## config.mk

```make
export PLATFORM = sky130hd
export DESIGN_NAME = s3g_tx
export DESIGN_NICKNAME = d
export VERILOG_FILES = /design/src/rtl/s3g_tx.sv
export SDC_FILE = /design/constraint.sdc
export NUM_CORES = 1
export LEC_CHECK = 0
export CAP_MARGIN = 15
export CELL_PAD_IN_SITES_DETAIL_PLACEMENT = 1
export CELL_PAD_IN_SITES_GLOBAL_PLACEMENT = 2
export CORE_MARGIN = 1
export CORE_UTILIZATION = 36
export DETAILED_ROUTE_END_ITERATION = 10
export GPL_TIMING_DRIVEN = 0
export PLACE_DENSITY_LB_ADDON = 0.1
export SETUP_SLACK_MARGIN = 0.05
export SLEW_MARGIN = 20
export SYNTH_ARGS = -nofsm -noshare
export SYNTH_HDL_FRONTEND = slang
export SYNTH_SLANG_ARGS = --single-unit
```

## constraint.sdc

```tcl
create_clock -name clk -period 6.2 [get_ports clk]
set_input_delay 1.24 -clock clk [delete_from_list [all_inputs] [get_ports clk]]
set_output_delay 1.24 -clock clk [all_outputs]
set_load 0.03 [all_outputs]
```

## src/rtl/s3g_tx.sv

```systemverilog
// rtl/s3g_tx.sv - S3G response framer: D5, length, payload, Maxim CRC-8 into a byte UART.
// Optional S3G_TX_LEN_CHECK_EN rejects packets with len > 16 instead of clamping them.
module s3g_tx #(
    parameter logic [7:0] START_BYTE  = 8'hD5,
    parameter int         MAX_PAYLOAD = 16
) (
    input  logic       clk,
    input  logic       rst,
    input  logic       tx_packet_wr,
    input  logic [7:0] tx_payload_len,
    input  logic [7:0] tx_buf0,
    input  logic [7:0] tx_buf1,
    input  logic [7:0] tx_buf2,
    input  logic [7:0] tx_buf3,
    input  logic [7:0] tx_buf4,
    input  logic [7:0] tx_buf5,
    input  logic [7:0] tx_buf6,
    input  logic [7:0] tx_buf7,
    input  logic [7:0] tx_buf8,
    input  logic [7:0] tx_buf9,
    input  logic [7:0] tx_buf10,
    input  logic [7:0] tx_buf11,
    input  logic [7:0] tx_buf12,
    input  logic [7:0] tx_buf13,
    input  logic [7:0] tx_buf14,
    input  logic [7:0] tx_buf15,
    output logic       tx_busy,
    output logic       tx_drop,
    output logic [7:0] uart_data,
    output logic       uart_wr,
    input  logic       uart_busy
);

    typedef enum logic [2:0] {
        S_IDLE, S_START, S_LEN, S_DATA, S_CRC, S_WAIT, S_DRAIN
    } state_t;

    localparam logic [7:0] MAX_LEN = 8'(MAX_PAYLOAD);

    state_t     state, state_n, after_wait, after_n;
    logic [7:0] len_q, len_n;
    logic [3:0] idx, idx_n;
    logic [7:0] crc, crc_n;
    logic [7:0] data_n;
    logic       wr_n, busy_n, drop_n, accept;
    logic [7:0] in_bytes [16];
    logic [7:0] pay_q    [16];

    assign in_bytes[0]  = tx_buf0;
    assign in_bytes[1]  = tx_buf1;
    assign in_bytes[2]  = tx_buf2;
    assign in_bytes[3]  = tx_buf3;
    assign in_bytes[4]  = tx_buf4;
    assign in_bytes[5]  = tx_buf5;
    assign in_bytes[6]  = tx_buf6;
    assign in_bytes[7]  = tx_buf7;
    assign in_bytes[8]  = tx_buf8;
    assign in_bytes[9]  = tx_buf9;
    assign in_bytes[10] = tx_buf10;
    assign in_bytes[11] = tx_buf11;
    assign in_bytes[12] = tx_buf12;
    assign in_bytes[13] = tx_buf13;
    assign in_bytes[14] = tx_buf14;
    assign in_bytes[15] = tx_buf15;

    // Maxim/Dallas CRC-8, reflected polynomial 0x8C, data bits taken LSB first
    function automatic logic [7:0] crc8_byte(input logic [7:0] c_in, input logic [7:0] d);
        logic [7:0] c;
        c = c_in;
        for (int i = 0; i < 8; i++) begin
            if (c[0] ^ d[i]) c = (c >> 1) ^ 8'h8C;
            else             c = c >> 1;
        end
        return c;
    endfunction

    always_comb begin
        state_n = state;
        after_n = after_wait;
        len_n   = len_q;
        idx_n   = idx;
        crc_n   = crc;
        data_n  = uart_data;
        wr_n    = 1'b0;
        busy_n  = tx_busy;
        drop_n  = tx_packet_wr && (state != S_IDLE);
        accept  = 1'b0;

        case (state)
            S_IDLE: begin
                if (tx_packet_wr) begin
`ifdef S3G_TX_LEN_CHECK_EN
                    if (tx_payload_len > MAX_LEN) drop_n = 1'b1;
                    else                          accept = 1'b1;
`else
                    accept = 1'b1;
`endif
                end
                if (accept) begin
                    state_n = S_START;
                    busy_n  = 1'b1;
                    crc_n   = 8'h00;
                    idx_n   = 4'd0;
                    len_n   = (tx_payload_len > MAX_LEN) ? MAX_LEN : tx_payload_len;
                end
            end
            S_START: if (!uart_busy) begin
                wr_n    = 1'b1;
                data_n  = START_BYTE;
                state_n = S_WAIT;
                after_n = S_LEN;
            end
            S_LEN: if (!uart_busy) begin
                wr_n    = 1'b1;
                data_n  = len_q;
                state_n = S_WAIT;
                after_n = (len_q == 8'd0) ? S_CRC : S_DATA;
            end
            S_DATA: if (!uart_busy) begin
                wr_n    = 1'b1;
                data_n  = pay_q[idx];
                crc_n   = crc8_byte(crc, pay_q[idx]);
                state_n = S_WAIT;
                if ({4'd0, idx} == len_q - 8'd1) begin
                    after_n = S_CRC;
                end else begin
                    after_n = S_DATA;
                    idx_n   = idx + 4'd1;
                end
            end
            S_CRC: if (!uart_busy) begin
                wr_n    = 1'b1;
                data_n  = crc;
                state_n = S_WAIT;
                after_n = S_DRAIN;
            end
            // one dead cycle so the UART's busy response is visible before the next write
            S_WAIT: state_n = after_wait;
            S_DRAIN: if (!uart_busy) begin
                state_n = S_IDLE;
                busy_n  = 1'b0;
            end
            default: state_n = S_IDLE;
        endcase
    end

    always_ff @(posedge clk) begin
        if (rst) begin
            state      <= S_IDLE;
            after_wait <= S_IDLE;
            len_q      <= 8'd0;
            idx        <= 4'd0;
            crc        <= 8'd0;
            uart_data  <= 8'd0;
            uart_wr    <= 1'b0;
            tx_busy    <= 1'b0;
            tx_drop    <= 1'b0;
        end else begin
            state      <= state_n;
            after_wait <= after_n;
            len_q      <= len_n;
            idx        <= idx_n;
            crc        <= crc_n;
            uart_data  <= data_n;
            uart_wr    <= wr_n;
            tx_busy    <= busy_n;
            tx_drop    <= drop_n;
        end
    end

    always_ff @(posedge clk) begin
        if (accept) begin
            for (int i = 0; i < 16; i++) pay_q[i] <= in_bytes[i];
        end
    end

endmodule
```

==> flow_summary.yaml <==
run_status:
  status: "complete, no violations"
timing:
  worst_pin_slew_ps: 721
  grt_setup_unrepaired: "no"
  max_slew_margin_pct: 51.9
  timing.fmax_mhz: 318
  setup_violating_endpoint_count_in_the_final_report: 0
  final_min_period_ps: 3150
  worst_clock_skew_on_the_final_layout_ps: 12.8
  final_max_slew_viol_count: 0
  hold_violations: 0
  final_min_period_over_clock_period_pct: 50.8
  totalNegativeSetupSlack_ps: 0
clocking:
  clock_sink_count: 169
  clk_latency_worst_skew_pair_ps: 430
  post_cts_hold_buffer_count: 0
  post_cts_buffers: 0
  cts_max_level: 4
  clockBufferDepth: 2
  cts_repair_resize_count: 0
  cts_made_buffers: 17
  tritoncts: "built"
  cts.root.buffer_cell: "clkbuf_16"
  clk_transition_reported_paths_ps: 70
yosys:
  syn_avg_cell_area_sq_um: 15.4
  synth_enable_flop_cells: 128
  ys_dominant_reg_cell: "edfxtp_1"
  synth.yosys.warnings: 0
  ys_async_sr_fraction_pct: 0
  synth.yosys.seq_area_share_pct: 65.3
  postSynthCellCount: 465
  synthMostInstantiatedCell: "edfxtp_1"
  post_synth_instance_area_sq_um: 7150
  synthesis.nets: 608
  synth_cell_types: 56
  synth_top_cell_by_area: "edfxtp_1"
  post-synth-top-area-fraction_pct: 53.8
  area_contributors_post_synth: "edfxtp_1, dfxtp_1, mux4_2, nor2_1, mux2i_1"
  yosys_register_bits: 169
  synth_top_cells_by_count: "edfxtp_1, nor2_1, dfxtp_1"
floorplan:
  die-area_sq_um: 20400
  top_level_ports: 151
  placement_rows: 51
  initial_utilization_pct: 36.7
  fp.dieH_microns: 143
  fp.dieW_microns: 143
  placeableCoreArea_sq_um: 19500
power:
  p_sw_mw: 0.640
  p_clk_share_pct: 40.6
  power_density_nw_per_um2: 277
  power.leakage_nw: 3.20
  power.combinational.fraction_pct: 9.7
  p_int_mw: 2.02
  worst_ir_drop_vdd_v: 0.000150
  p_sw_share_pct: 24.1
  share_seq_of_total_power_pct: 49.7
worst_setup_path:
  arrival_ps: 3480
  cp-end-kind: "flip-flop"
  worstSetupStartpointType: "primary input"
  timing_worst_setup_path_type: "in -> reg"
  critPathRequiredTime_ps: 6540
  maximum_fanout_encountered_on_the_critical_timing_path: 66
drt:
  postRouteWirelength_microns: 17300
  postRouteAntennaNets: 0
  dr.pass1.iters: 4
  wl_per_cell_microns: 19.0
  drtIter0Drc: 204
  drc: 0
  route.vias.total: 4510
  viasPerCell: 4.95
grt:
  grt_pass1_vias: 4838
  number_of_antenna_violations_at_the_first_check_in_global_routing: 0
  grt_overflow_total: 0
  pin_count_of_the_biggest_net_entering_global_routing: 69
  grt_pass1_wl_microns: 26500
  grtUsageTotal_pct: 17.9
final_layout:
  layout.core_utilization_pct: 49.3
  number_of_fill_cells: 1937
  drive_gt1_share_pct: 14.4
  signed_area_change_from_the_synthesized_netlist_to_the_final_layout_pct: 34.3
  nets_finish: 777
  antennaDiodeCount: 0
  combined_area_of_the_multi_input_logic_cells_sq_um: 2290
  layout.area.seq_sq_um: 4660
place:
  gp_routability_congestion: 0.787
  place.port_buffers: 149
  post-dp-hpwl_microns: 12800
worst_hold_path:
  hold_path_class: "reg -> reg"
flow_run:
  timing.max_cap.violations: 0
[metrics by stage]
stage / cell area (sq um) / setup WS, ps / hold slack, ps / std cells / power [mW]
3_5_place_dp: 9000 / 2540 / 456 / 880 / 1.61
3_3_place_gp: 8970 / -799 / 451 / 879 / 1.60
4_1_cts: 9600 / 2980 / 494 / 912 / 2.69
5_1_grt: 9600 / 2880 / 508 / 912 / 2.75
6_report: 9600 / 3050 / 482 / 912 / 2.65
2_1_floorplan: 7150 / 1210 / 454 / 465 / 1.47
[worst paths after layout]
kind                startpoint           end  slack, ps  depth (start not counted)
setup / recovery  tx_packet_wr     flip-flop       3050                          6
hold reg to reg   uart_data[1]  uart_data[1]        480                          2
hold / removal    uart_data[1]  uart_data[1]        480                          2
setup reg to reg     flip-flop        crc[2]       3390                          9
[sequential cells by signal (all words and copies together), names as in the netlist, 3 cells and up, named ones only]
name	cells
idx	4
after_wait	3
crc	8
len_q	8
state	3
uart_data	8
pay_q	128
[worst max-delay path: stages]
cell,delay [ps]
clkdlybuf4s50_1,530
nand3_1,310
inv_6,540
a21oi_1,220
or3_1,400
a21oi_1,210
[cell families after synthesis]
| logic type | after synthesis | synth area share (%) |
|---|---|---|
| compound gates | 76 | 7.32 |
| xor+xnor | 27 | 3.73 |
| fa+ha+maj | 3 | 0.525 |
| buf+inv | 27 | 2.77 |
| flops | 169 | 65.3 |
| mux | 51 | 12.8 |
| simple gates | 112 | 7.58 |
[power by group through the flow]
| stage | combinational, mW | sequential, mW | clock (mW) |
|---|---|---|---|
| floorplan | 0.113 | 1.35 | 0 |
| global placement | 0.249 | 1.35 | 0 |
| detailed placement | 0.261 | 1.35 | 0 |
| CTS | 0.262 | 1.32 | 1.11 |
| global route | 0.279 | 1.33 | 1.15 |
| finish | 0.258 | 1.32 | 1.08 |
[metal layers]
| layer | GRT usage (%) | vias up | part of all wire, % |
|---|---|---|---|
| met2 | 30.9 | 108 | 51 |
| met5 | 0 | - | 0 |
| met1 | 22.1 | 2254 | 43 |
| met4 | 5.32 | 0 | 1.2 |
| li1 | - | 2133 | - |
| met3 | 4.56 | 15 | 4.6 |
[cell type report]
cell class / instances / share of cell area (%)
buffer: 21 / 1.82
clock buffer: 17 / 4.43
clock inverter: 15 / 1.77
inverter: 6 / 0.287
multi-input combinational: 269 / 23.8
sequential: 169 / 48.6
tap: 265 / 3.45
timing repair buffer: 150 / 15.8
[layout by cell type (no fill, tap or decap), drive strengths merged, types with 3 or more instances in the layout]
cell type        n
clkdlybuf4s50  149
edfxtp         128
nor2            47
dfxtp           41
mux4            30
clkbuf          30
a21oi           25
nand2           21
nor3            15
xnor2           15
mux2i           15
inv             15
xor2            12
o21ai           11
buf              9
a211oi           8
a22o             8
a22oi            7
mux2             6
nand3            5
nor2b            4
a31oi            4
clkinv           4
and2             3
nand2b           3
ha               3
Note: power is estimated with default switching activity, not from simulation.
